**src/rtl/calibration_registers.sv**
```systemverilog
// Purpose: calibration settings with live/applied shadow pairs, committed on frame boundaries.
// Latency: step pulses reach the live registers in 1 cycle; live values are applied at the first frame_done seen in PENDING.
// Backpressure: none; every step/reset pulse is accepted in the cycle it is asserted.
module calibration_registers #(
  parameter logic [15:0] PIXEL_DEFAULT  = 16'd1024,
  parameter logic [15:0] PIXEL_STEP     = 16'd64,
  parameter logic [15:0] PIXEL_MAX      = 16'd4096,
  parameter logic [2:0]  FILTER_DEFAULT = 3'd0,
  parameter logic [2:0]  FILTER_MAX     = 3'd5
) (
  input  logic        clock,
  input  logic        reset,
  input  logic        enable_pixel_add,
  input  logic        enable_pixel_sub,
  input  logic        enable_filter_add,
  input  logic        enable_filter_sub,
  input  logic        reset_pixel,
  input  logic        reset_filter,
  input  logic        frame_done,
  output logic [15:0] pixel_threshold,
  output logic [2:0]  filter_select,
  output logic        cfg_pending,
  output logic        cfg_update
);

  localparam logic [1:0] STATE_IDLE    = 2'd0;
  localparam logic [1:0] STATE_PENDING = 2'd1;
  localparam logic [1:0] STATE_APPLY   = 2'd2;

  logic [1:0]  state;
  logic [1:0]  state_next;
  logic [15:0] live_pixel;
  logic [2:0]  live_filter;
  logic [15:0] live_pixel_next;
  logic [2:0]  live_filter_next;
  logic [16:0] pixel_sum;
  logic [15:0] pixel_inc;
  logic [15:0] pixel_dec;
  logic [2:0]  filter_inc;
  logic [2:0]  filter_dec;
  logic        diverged;
  logic        apply_now;

  // Saturating/wrapping step candidates; the add is 17 bits wide so it can never wrap.
  always_comb begin
    pixel_sum  = {1'b0, live_pixel} + {1'b0, PIXEL_STEP};
    pixel_inc  = (pixel_sum > {1'b0, PIXEL_MAX}) ? PIXEL_MAX : pixel_sum[15:0];
    pixel_dec  = (live_pixel < PIXEL_STEP) ? 16'd0 : (live_pixel - PIXEL_STEP);
    filter_inc = (live_filter >= FILTER_MAX) ? 3'd0 : (live_filter + 3'd1);
    filter_dec = (live_filter == 3'd0) ? FILTER_MAX : (live_filter - 3'd1);
  end

  // Next live values: restore-default wins, add and sub together cancel.
  always_comb begin
    live_pixel_next = live_pixel;
    if (reset_pixel)
      live_pixel_next = PIXEL_DEFAULT;
    else if (enable_pixel_add && !enable_pixel_sub)
      live_pixel_next = pixel_inc;
    else if (enable_pixel_sub && !enable_pixel_add)
      live_pixel_next = pixel_dec;

    live_filter_next = live_filter;
    if (reset_filter)
      live_filter_next = FILTER_DEFAULT;
    else if (enable_filter_add && !enable_filter_sub)
      live_filter_next = filter_inc;
    else if (enable_filter_sub && !enable_filter_add)
      live_filter_next = filter_dec;
  end

  // Commit decision: only registered live/applied values and state are consulted, so a
  // step landing on the frame_done edge stays pending for the following frame.
  always_comb begin
    diverged   = (live_pixel != pixel_threshold) || (live_filter != filter_select);
    apply_now  = 1'b0;
    state_next = STATE_IDLE;
    case (state)
      STATE_IDLE: begin
        state_next = diverged ? STATE_PENDING : STATE_IDLE;
      end
      STATE_PENDING: begin
        if (!diverged) begin
          state_next = STATE_IDLE;
        end else if (frame_done) begin
          apply_now  = 1'b1;
          state_next = STATE_APPLY;
        end else begin
          state_next = STATE_PENDING;
        end
      end
      STATE_APPLY: begin
        state_next = diverged ? STATE_PENDING : STATE_IDLE;
      end
      default: begin
        state_next = STATE_IDLE;
      end
    endcase
  end

  // Live registers track the calibration FSM pulses every cycle.
  always_ff @(posedge clock) begin
    if (reset) begin
      live_pixel  <= PIXEL_DEFAULT;
      live_filter <= FILTER_DEFAULT;
    end else begin
      live_pixel  <= live_pixel_next;
      live_filter <= live_filter_next;
    end
  end

  // Applied registers and handshake state; applied only moves on a commit.
  always_ff @(posedge clock) begin
    if (reset) begin
      state           <= STATE_IDLE;
      pixel_threshold <= PIXEL_DEFAULT;
      filter_select   <= FILTER_DEFAULT;
    end else begin
      state <= state_next;
      if (apply_now) begin
        pixel_threshold <= live_pixel;
        filter_select   <= live_filter;
      end
    end
  end

  // Status outputs are pure decodes of the registered state.
  always_comb begin
    cfg_pending = (state == STATE_PENDING);
    cfg_update  = (state == STATE_APPLY);
  end

endmodule

```
**config.mk**
```make
export PLATFORM = sky130hd
export DESIGN_NAME = calibration_registers
export DESIGN_NICKNAME = d
export VERILOG_FILES = /design/src/rtl/calibration_registers.sv
export SDC_FILE = /design/constraint.sdc
export NUM_CORES = 1
export LEC_CHECK = 0
export ABC_AREA = 1
export BUFFER_PORTS_ARGS = -buffer_cell sky130_fd_sc_hd__buf_2
export CORE_ASPECT_RATIO = 0.7
export CORE_MARGIN = 2
export CORE_UTILIZATION = 45
export CTS_CLUSTER_DIAMETER = 50
export DETAILED_ROUTE_END_ITERATION = 8
export HOLD_SLACK_MARGIN = 0.03
export MAX_ROUTING_LAYER = met4
export PLACE_DENSITY = 0.68
export SLEW_MARGIN = 20
export SYNTH_ARGS = -nofsm -noshare
export SYNTH_HDL_FRONTEND = slang
export SYNTH_SLANG_ARGS = --single-unit
```
**constraint.sdc**
```tcl
create_clock -name clock -period 1.5 [get_ports clock]
set_clock_uncertainty 0.05 [all_clocks]
set_input_delay 0.15 -clock clock [delete_from_list [all_inputs] [get_ports clock]]
set_output_delay 0.15 -clock clock [all_outputs]
set_load 0.02 [all_outputs]
```
==> reports/metrics.cfg <==
[floorplan]
io_pins=30
die_area_um2=5080
fp-row-count=20
core_area_um2=4330
die_w_um=84.3
start_util=0.469
die-height_um=60.2

[cts]
cts_tree=built
cts.sinks=28
cts_buffers=3
clk_pin_slew_ns=0.10
clock_path_buffers=2
htreeDepth=1
clock_latency_ns=0.28
cts-root-buf=clkbuf_8

[run_status]
violations=negative setup slack
outcome=complete, but fails checks

[flow_run]
drv_cap=0

[setup_path]
critPathMaxFanout=6
worst-setup-path-type=register to register
endpoint_kind=register
required_ns=1.66
startpoint_type=register
crit_arrival_ns=1.82

[cells_and_area]
nets=397
seqCellArea_um2=586
area_delta_synth_final_pct=43.9
nFillCells=353
final_util=0.675
multi_input_area_um2=1500
drive_gt1_frac=0.422
antenna_cells=0

[timing]
fin_crit_sh=1.10
holdWs_ns=0.0735
rsz0062_at_grt=true
setup_violations=23
fmax_mhz=605
fin_tns_setup_ns=-1.84
finalHoldViolCount=0
fin_crit_ns=1.65
drv_slew=0
fin_ws_ns=-0.153

[routing]
dr.pass1.iters=5
route.detailed.drc=0
wirelength_um=6580
via_per_inst=5.40
wl_per_cell_um=15.2
num_vias=2332
drt_iter0_drc=216
ant_nets=0

[power_and_ir_drop]
power.leakage_nw=1.34
switchingPower_w=0.00110
p_sw_frac=0.410
power.share.combinational=0.499
vdd_drop_max_v=0.000591
p_per_area_nw_per_um2=921
p_clk_frac=0.160
power.total_w=0.00269
p_seq_frac=0.341
p_int_w=0.00159

[placed_design]
place.gp.congestion=0.928
io_buffers=23
dp_hpwl_um=4310

[global_routing]
grt.overflow.total=0
grt_usage=0.273
antenna_found_initial=0
grt_pass1_vias=2154
grt_max_degree=27
grt_pass1_wl_um=10400

[synthesis]
yosysUniqueCellTypes=31
synth_area_per_cell_um2=6.62
synth.area.top_cells=dfxtp_1 28%, nand2_1 12%, nand3_1 8.1%
synthesis.area_um2=2030
yosysWarnings=0
seq_area_frac_synth=0.276
synth_area_leader_cell=dfxtp_1
synth-seq-cells=28
synth_top_area_frac=0.276
syn_inst=307

[worst_hold_path]
hold_class=input port to register

registers in the layout, summed over array words and instances, names as in the netlist:
signal	count
filter_select	3
live_filter	3
state	2
live_pixel	10
pixel_threshold	10
placed cells by master, fill, tap and decap left out, types with 2 or more instances in the layout:
| cell | n |
|---|---|
| inv_4 | 2 |
| clkbuf_8 | 3 |
| conb_1 | 6 |
| dfxtp_4 | 5 |
| dfxtp_1 | 18 |
| buf_2 | 23 |
| nor3_4 | 2 |
| xnor2_1 | 6 |
| buf_12 | 3 |
| nor3_2 | 2 |
| ha_1 | 5 |
| nand3_1 | 23 |
| nor2_4 | 2 |
| dfxtp_2 | 5 |
| xnor2_2 | 2 |
| inv_1 | 25 |
| a21oi_1 | 13 |
| nand3_2 | 9 |
| nor2_2 | 6 |
| nor2_1 | 27 |
| o21ai_0 | 15 |
| buf_4 | 45 |
| buf_6 | 6 |
| o21ai_1 | 3 |
| inv_2 | 9 |
| nand4_1 | 4 |
| xor2_1 | 7 |
| nand2_1 | 60 |
| o211ai_1 | 2 |
| nand2_2 | 6 |
| nand3_4 | 6 |
| ha_2 | 2 |
| a21oi_2 | 14 |
| ha_4 | 2 |
logic make-up after synthesis:
kind of cell	count (synthesis)	synth area share
buffers and inverters	55	0.138
flip-flops	28	0.276
XOR/XNOR	16	0.0690
adder cells (fa/ha/maj)	9	0.0554
other	1	0.00185
AND/OR/NAND/NOR	145	0.315
AO/OA/AOI/OAI	53	0.145
critical path, stage by stage (launching register included):
cell and delay, ns:
dfxtp_4 0.41, ha_4 0.21, nand3_4 0.10, nand2_2 0.07
nand2_1 0.08, nor2_1 0.10, nand3_1 0.09, nand2_1 0.09
nand2_2 0.09, inv_4 0.08, nand3_2 0.07, a21oi_2 0.14
path summary, 6_finish.rpt:
kind	cells after the start	start	end	slack (ns)
setup / recovery	11	live_pixel[6]	live_pixel[9]	-0.15
hold / removal	4	frame_done	state[0]	0.07
setup reg to reg	11	live_pixel[6]	live_pixel[9]	-0.15
hold reg to reg	1	state[0]	state[0]	0.42
power groups by stage:
stage	clock network (W)	registers (W)	logic (W)
floorplan	0	0.000960	0.000593
global placement	0	0.000916	0.000905
detailed placement	0	0.000919	0.000917
CTS	0.000430	0.000909	0.00123
global route	0.000462	0.000928	0.00145
finish	0.000431	0.000919	0.00134
Yosys cell counts:
master and n:
nand3_1 33, buf_4 9, a31oi_1 1, nand2_2 2, o211ai_1 2, a211oi_1 1, dfxtp_1 28, buf_2 2
nor3_1 3, o21ai_2 1, nor2_1 31, conb_1 1, inv_1 31, xnor2_1 8, xor2_1 8, o21ai_0 17
inv_2 5, ha_1 9, a21oi_2 2, o2111a_1 1, nor2_2 4, buf_6 5, nand4_1 4, nor3_2 1
nand3_4 1, nand2_1 65, o21ai_1 1, o22ai_1 2, nand3_2 1, clkbuf_1 3, a21oi_1 25
metal layers:
metal	GRT usage	vias to the layer above	routed length (um)
met5	-	-	0
li1	-	1125	-
met3	0.0580	16	585
met2	0.433	119	2880
met4	0.0599	0	119
met1	0.361	1072	2990
timing repair:
| item | 4_1_cts | 5_1_grt |
|---|---|---|
| gates cloned | 3 | 0 |
| setup endpoints to repair | 26 | 27 |
| resized for setup | 48 | 31 |
| pin swaps | 15 | 12 |
| hold buffers | 1 | 0 |
| setup buffers | 6 | 2 |
| endpoints found under the hold margin | 1 | 0 |
area by class of cell:
cell class              count  share of cell area
well taps                  55              0.0235
repair buffers             78               0.202
multi-input cells         232               0.512
inverters                  36              0.0479
clock buffers               3              0.0141
flip-flops and latches     28               0.200
per-stage QoR:
step                instance area (um2)  setup slack, ns  std cells
floorplan                          2070          0.00477        312
global placement                   2460           -0.301        417
detailed placement                 2460           -0.236        417
CTS                                2790          -0.0930        430
global route                       2920           -0.226        432
finish                             2920           -0.153        432
(Power assumes the default switching activity.)
